$ cat src/rtl/scan_sequencer_if.sv
// Handshake/bus bundle for scan_sequencer.
//   master: start/stop requests, mode, dwell, ch_mask out; selection and status in
//   slave : the sequencer side (requests in; sel, sel_valid, busy, ch_tick, done, err out)
interface scan_sequencer_if #(
    parameter int unsigned DWELL_W = 8
);
    logic               start;
    logic               stop;
    logic               mode;
    logic [DWELL_W-1:0] dwell;
    logic [7:0]         ch_mask;
    logic [2:0]         sel;
    logic               sel_valid;
    logic               busy;
    logic               ch_tick;
    logic               done;
    logic               err;

    modport master (
        output start, stop, mode, dwell, ch_mask,
        input  sel, sel_valid, busy, ch_tick, done, err
    );

    modport slave (
        input  start, stop, mode, dwell, ch_mask,
        output sel, sel_valid, busy, ch_tick, done, err
    );
endinterface

$ cat src/rtl/scan_sequencer.sv
// Channel scan sequencer: steps a 3-bit decoder select through the enabled
// channels of an 8-bit mask, holding each for a programmable dwell.
//   clk  : rising-edge clock
//   rst  : synchronous active-high reset
//   bus  : scan_sequencer_if.slave (start/stop/mode/dwell/ch_mask in;
//          sel/sel_valid/busy/ch_tick/done/err out, all registered)
module scan_sequencer #(
    parameter int unsigned DWELL_W = 8
) (
    input  logic              clk,
    input  logic              rst,
    scan_sequencer_if.slave   bus
);
    localparam int unsigned CH_N  = 8;
    localparam int unsigned SEL_W = 3;

    typedef enum logic {
        ST_IDLE = 1'b0,
        ST_SCAN = 1'b1
    } state_e;

    state_e             state_q, state_d;
    logic [SEL_W-1:0]   sel_q, sel_d;
    logic               sel_valid_q, sel_valid_d;
    logic               busy_q, busy_d;
    logic               ch_tick_q, ch_tick_d;
    logic               done_q, done_d;
    logic               err_q, err_d;
    logic [DWELL_W-1:0] cnt_q, cnt_d;
    logic               mode_q, mode_d;
    logic [DWELL_W-1:0] dwell_q, dwell_d;
    logic [CH_N-1:0]    mask_q, mask_d;

    logic               nxt_found;
    logic [SEL_W-1:0]   nxt_idx;

    // Lowest set bit of a channel mask (0 when the mask is empty).
    function automatic logic [SEL_W-1:0] lowest_idx(input logic [CH_N-1:0] m);
        logic [SEL_W-1:0] idx;
        idx = '0;
        for (int i = CH_N - 1; i >= 0; i--) begin
            if (m[i]) idx = SEL_W'(i);
        end
        return idx;
    endfunction

    // Counter reload value: remaining cycles after the first, dwell 0 acts as 1.
    function automatic logic [DWELL_W-1:0] dwell_load(input logic [DWELL_W-1:0] d);
        return (d == '0) ? '0 : d - DWELL_W'(1);
    endfunction

    // Next enabled index strictly above the current selection.
    always_comb begin
        nxt_found = 1'b0;
        nxt_idx   = '0;
        for (int i = CH_N - 1; i >= 0; i--) begin
            if (mask_q[i] && (SEL_W'(i) > sel_q)) begin
                nxt_found = 1'b1;
                nxt_idx   = SEL_W'(i);
            end
        end
    end

    // Next-state and output logic.
    always_comb begin
        state_d     = state_q;
        sel_d       = sel_q;
        sel_valid_d = sel_valid_q;
        busy_d      = busy_q;
        ch_tick_d   = 1'b0;
        done_d      = 1'b0;
        err_d       = 1'b0;
        cnt_d       = cnt_q;
        mode_d      = mode_q;
        dwell_d     = dwell_q;
        mask_d      = mask_q;

        unique case (state_q)
            ST_IDLE: begin
                // stop beats start; an empty mask rejects the start
                if (bus.start && !bus.stop) begin
                    if (bus.ch_mask != '0) begin
                        state_d     = ST_SCAN;
                        mode_d      = bus.mode;
                        dwell_d     = bus.dwell;
                        mask_d      = bus.ch_mask;
                        sel_d       = lowest_idx(bus.ch_mask);
                        sel_valid_d = 1'b1;
                        busy_d      = 1'b1;
                        ch_tick_d   = 1'b1;
                        cnt_d       = dwell_load(bus.dwell);
                    end else begin
                        err_d = 1'b1;
                    end
                end
            end
            ST_SCAN: begin
                if (bus.stop) begin
                    state_d     = ST_IDLE;
                    sel_valid_d = 1'b0;
                    busy_d      = 1'b0;
                    cnt_d       = '0;
                end else if (cnt_q != '0) begin
                    cnt_d = cnt_q - DWELL_W'(1);
                end else if (nxt_found) begin
                    sel_d     = nxt_idx;
                    ch_tick_d = 1'b1;
                    cnt_d     = dwell_load(dwell_q);
                end else if (mode_q) begin
                    sel_d     = lowest_idx(mask_q);
                    ch_tick_d = 1'b1;
                    cnt_d     = dwell_load(dwell_q);
                end else begin
                    state_d     = ST_IDLE;
                    sel_valid_d = 1'b0;
                    busy_d      = 1'b0;
                    done_d      = 1'b1;
                end
            end
            default: state_d = ST_IDLE;
        endcase
    end

    // State and output registers.
    always_ff @(posedge clk) begin
        if (rst) begin
            state_q     <= ST_IDLE;
            sel_q       <= '0;
            sel_valid_q <= 1'b0;
            busy_q      <= 1'b0;
            ch_tick_q   <= 1'b0;
            done_q      <= 1'b0;
            err_q       <= 1'b0;
            cnt_q       <= '0;
            mode_q      <= 1'b0;
            dwell_q     <= '0;
            mask_q      <= '0;
        end else begin
            state_q     <= state_d;
            sel_q       <= sel_d;
            sel_valid_q <= sel_valid_d;
            busy_q      <= busy_d;
            ch_tick_q   <= ch_tick_d;
            done_q      <= done_d;
            err_q       <= err_d;
            cnt_q       <= cnt_d;
            mode_q      <= mode_d;
            dwell_q     <= dwell_d;
            mask_q      <= mask_d;
        end
    end

    assign bus.sel       = sel_q;
    assign bus.sel_valid = sel_valid_q;
    assign bus.busy      = busy_q;
    assign bus.ch_tick   = ch_tick_q;
    assign bus.done      = done_q;
    assign bus.err       = err_q;

endmodule

$ cat src/flat_wrapper.sv
// flat-port wrapper written by rule: the top's interface ports become plain ports
module scan_sequencer_flat 
#(
    parameter int unsigned DWELL_W = 8
)
  (clk, rst, bus_start, bus_stop, bus_mode, bus_dwell, bus_ch_mask, bus_sel, bus_sel_valid, bus_busy, bus_ch_tick, bus_done, bus_err);
  scan_sequencer_if #(.DWELL_W(DWELL_W)) bus_i ();
  input  logic clk;
  input  logic rst;
  input wire logic [$bits(bus_i.start)-1:0] bus_start;
  input wire logic [$bits(bus_i.stop)-1:0] bus_stop;
  input wire logic [$bits(bus_i.mode)-1:0] bus_mode;
  input wire logic [$bits(bus_i.dwell)-1:0] bus_dwell;
  input wire logic [$bits(bus_i.ch_mask)-1:0] bus_ch_mask;
  output wire logic [$bits(bus_i.sel)-1:0] bus_sel;
  output wire logic [$bits(bus_i.sel_valid)-1:0] bus_sel_valid;
  output wire logic [$bits(bus_i.busy)-1:0] bus_busy;
  output wire logic [$bits(bus_i.ch_tick)-1:0] bus_ch_tick;
  output wire logic [$bits(bus_i.done)-1:0] bus_done;
  output wire logic [$bits(bus_i.err)-1:0] bus_err;
  assign bus_i.start = bus_start;
  assign bus_i.stop = bus_stop;
  assign bus_i.mode = bus_mode;
  assign bus_i.dwell = bus_dwell;
  assign bus_i.ch_mask = bus_ch_mask;
  assign bus_sel = bus_i.sel;
  assign bus_sel_valid = bus_i.sel_valid;
  assign bus_busy = bus_i.busy;
  assign bus_ch_tick = bus_i.ch_tick;
  assign bus_done = bus_i.done;
  assign bus_err = bus_i.err;
  scan_sequencer #(.DWELL_W(DWELL_W)) u_core (.clk(clk), .rst(rst), .bus(bus_i));
endmodule
$ cat config.mk
export PLATFORM = sky130hd
export DESIGN_NAME = scan_sequencer_flat
export DESIGN_NICKNAME = d
export VERILOG_FILES = /design/src/rtl/scan_sequencer_if.sv /design/src/rtl/scan_sequencer.sv /design/src/flat_wrapper.sv
export SDC_FILE = /design/constraint.sdc
export NUM_CORES = 1
export LEC_CHECK = 0
export ABC_AREA = 0
export CORE_MARGIN = 4
export CORE_UTILIZATION = 39
export CTS_BUF_LIST = sky130_fd_sc_hd__clkbuf_4
export DETAILED_ROUTE_END_ITERATION = 8
export HOLD_SLACK_MARGIN = 0.02
export MAX_ROUTING_LAYER = met4
export SYNTH_ARGS = -nofsm -noshare
export SYNTH_HDL_FRONTEND = slang
export SYNTH_SLANG_ARGS = --single-unit
export TNS_END_PERCENT = 5
$ cat constraint.sdc
create_clock -name clk -period 1.9 [get_ports clk]
set_clock_uncertainty 0.1 [all_clocks]
set_input_delay 0.285 -clock clk [delete_from_list [all_inputs] [get_ports clk]]
set_output_delay 0.285 -clock clk [all_outputs]
set_load 0.01 [all_outputs]
==> results.cfg <==
[power_and_ir_drop]
vdd_drop_max_mv = 0.454
pwr_density_cell_nw_per_um2 = 637
swShare = 0.317
clock_power_share = 0.260
pwr-share-comb = 0.361
p_switching_w = 0.000659
seqPwrFrac = 0.379
p_leak_nw = 1.33
p_int_w = 0.00142

[cells_and_area]
drive_above_1_share = 0.347
syn2layout_area_growth_pct = 53.4
fin_area_um2 = 3260
final_nets = 405
insertedDiodeCount = 0

[global_route]
grt_pass1_wl_mm = 10.2
antenna_found_initial = 0
grt_start_max_net_pins = 18
globalRouteOverflowTotal = 0
grt_pass1_vias = 2177
groute.usage.overall = 0.203

[critical_path]
crit_fanout = 4
slowest_stage = or3b_4
path_cells = or3b_4 -> a21oi_4 -> buf_4 -> a311oi_1 -> o32a_1 -> a211oi_2
worst_setup_path_start_kind = flip-flop
crit_required_ns = 2.07
arrival_ns = 2.04
end_kind = flip-flop
critical-path-max-stage-delay_ns = 0.41
crit_type = reg2reg

[yosys]
synth_area_um2 = 2130
synth-compound-area-share = 0.258
synthFlopType = dfxtp_1
synthDistinctLibCells = 55
avgSynthCellArea_um2 = 7.54
synthSimpleGateAreaFrac = 0.294
ys_warn_count = 0
synth-xor-area-share = 0.0535
synth_fa_ha_area_frac = 0.0294
yosysSeqAreaShare = 0.311
synth_edf_count = 0
synthCells = 282
ys_ff_latch = 33
syn_nets = 308
ys_async_sr_fraction = 0
muxShareOfSynthArea = 0
synth_top_family_by_area = simple AND/OR/NAND/NOR gates

[timing]
finalHoldViolations = 0
whs_ns = 0.268
maxSlewHeadroom = 0.764
rsz0062_at_grt = yes
fin_crit_ns = 1.87
final-setup-viol-count = 0
max_slew.worst_pin.slew_ns = 0.354
layout_setup_ws_ns = 0.0345
timing.fmax_mhz = 536
fin_crit_sh = 0.982
slew_viol_final = 0

[drt]
wl_per_cell_um = 13.9
antenna_left = 0
via_per_inst = 5.15
dr_total_vias = 2317
firstDrtPassIters = 4
drt_iter0_markers = 160
drcViolationCount = 0
wirelength_mm = 6.27

[die]
die_area_um2 = 6700
die_h_um = 81.9
core-area_um2 = 5200
num_rows = 26
initial_utilization = 0.409
ios = 29
die_x_um = 81.9

[cts]
cts_tree = done
path_clk_slew_ns = 0.12
clk_latency_ns = 0.34
clockBufferDepth = 2
cts_root_buf = clkbuf_4
clock_sinks = 33
htreeDepth = 2
cts_hold_buf = 0
numCtsBuffers = 5

[outcome]
status = complete, no violations

[worst_hold_path]
hp-class = in2reg

[placement]
dpl-instance-area_um2 = 2950
port_buffers = 28
dpl_worst_slack_ns = -0.486
gp_congestion = 0.894
hpwl_mm = 4.85

[job]
drv_cap = 0
[layout make-up]
type	count	area [um^2]
clock inverters	2	33.8
fillers	460	1940
inverters	13	48.8
multi-input cells	222	1520
flip-flops and latches	33	667
well taps	70	87.6
clock buffers	6	45.0
repair buffers	104	862
[timing repair]
item                       CTS  global route
setup buffers                7             0
setup endpoints to repair   12            30
cloned                       0             0
gates resized for setup     12            38
pin swaps                    3            13
[through the flow]
stage / total power [W] / cells / utilization / setup TNS [ns]
after detailed placement: 0.00147 / 435 / 0.566 / -10.56
final: 0.00208 / 450 / 0.627 / 0
after floorplan: 0.00116 / 282 / - / 0
after global routing: 0.00220 / 450 / 0.627 / -0.193
after CTS: 0.00202 / 450 / 0.598 / -0.0930
after global placement: 0.00146 / 435 / 0.566 / -10.49
[logic make-up after synthesis]
| logic type | count (synthesis) |
|---|---|
| compound gates | 77 |
| buf+inv | 27 |
| simple gates | 127 |
| xor+xnor | 13 |
| fa+ha+maj | 5 |
| flops | 33 |
[worst max-delay path, delay by kind of cell, from the launching register on]
kind,cells,cell delay [ns]
and+or+nand+nor,1,0.41
DFF,1,0.35
buffers and inverters,1,0.15
AOI/OAI and AO/OA,4,0.78
[power groups by stage]
| stage | logic [W] | registers (W) | clock network (W) |
|---|---|---|---|
| global route | 0.000819 | 0.000794 | 0.000582 |
| CTS | 0.000691 | 0.000782 | 0.000549 |
| global placement | 0.000665 | 0.000795 | 0 |
| floorplan | 0.000362 | 0.000795 | 0 |
| detailed placement | 0.000669 | 0.000797 | 0 |
| finish | 0.000752 | 0.000787 | 0.000540 |
[placed cells by master (no fill, tap or decap), types with 2 or more instances in the layout]
cell type        count
nand2_2              2
a31oi_1              3
nor4_4               2
o22ai_2              3
nor2b_1              3
nand2b_1             5
xor2_1               6
o21ai_1              3
nor2_1              27
ha_1                 3
clkbuf_4             6
ha_2                 2
o21bai_1             2
a21oi_2              2
a211oi_1             6
buf_6                2
a311oi_1             2
o22ai_1              6
xnor2_1              7
o31ai_1              3
nand3_1              2
nor3_1              12
nor4_1               3
nor2_2               5
dfxtp_1             28
dfxtp_2              5
a21oi_1             23
dlymetal6s2s_1       2
nor3b_1              2
clkdlybuf4s50_1     25
nand2_1             46
nor4_2               2
a31oi_4              2
a211oi_2             5
inv_1               12
buf_4               74
[state kept, by name, summed over array words and instances, names as in the netlist]
name,count
u_core.mask_q,8
u_core.cnt_q,8
u_core.bus.sel,3
u_core.bus.sel_valid,1
u_core.dwell_q,8
u_core.bus.err,1
u_core.state_q,1
u_core.bus.done,1
u_core.bus.ch_tick,1
u_core.mode_q,1
[worst paths after layout]
| path | start | endpoint | slack, ns | depth (start not counted) |
|---|---|---|---|---|
| hold reg to reg | u_core.dwell_q[7] | u_core.dwell_q[7] | 0.39 | 2 |
| hold / removal | bus_dwell[1] | u_core.dwell_q[1] | 0.27 | 4 |
| setup / recovery | u_core.bus.sel[1] | u_core.bus.sel[2] | 0.03 | 6 |
| setup reg to reg | u_core.bus.sel[1] | u_core.bus.sel[2] | 0.03 | 6 |
[cells in the mapped netlist, types with 2 or more instances]
library cell | instances | share of area
nand2_1 | 49 | 0.086
dfxtp_1 | 33 | 0.31
nor2_1 | 33 | 0.058
a21oi_1 | 24 | 0.056
inv_1 | 13 | 0.023
nor3_1 | 12 | 0.028
a211oi_1 | 11 | 0.039
clkbuf_1 | 9 | 0.016
o22ai_1 | 9 | 0.026
xnor2_1 | 7 | 0.029
xor2_1 | 6 | 0.025
ha_1 | 5 | 0.029
nand2b_1 | 5 | 0.015
nor4_1 | 5 | 0.015
a31oi_1 | 4 | 0.012
nor2b_1 | 4 | 0.012
a311oi_1 | 3 | 0.012
buf_2 | 3 | 0.0071
nor3b_1 | 3 | 0.011
o31ai_1 | 3 | 0.011
nand3_1 | 2 | 0.0047
o21ai_0 | 2 | 0.0047
o21ai_1 | 2 | 0.0047
o21bai_1 | 2 | 0.0071
or2_2 | 2 | 0.0059
or4_1 | 2 | 0.0071
[routing by layer]
metal  up-vias  share of wire  GRT usage
li1       1202              -          -
met1      1068           0.49      0.290
met2        45           0.46      0.291
met3         2          0.044     0.0428
met4         0         0.0046     0.0465
met5         -              0          -
(Power assumes the default switching activity.)
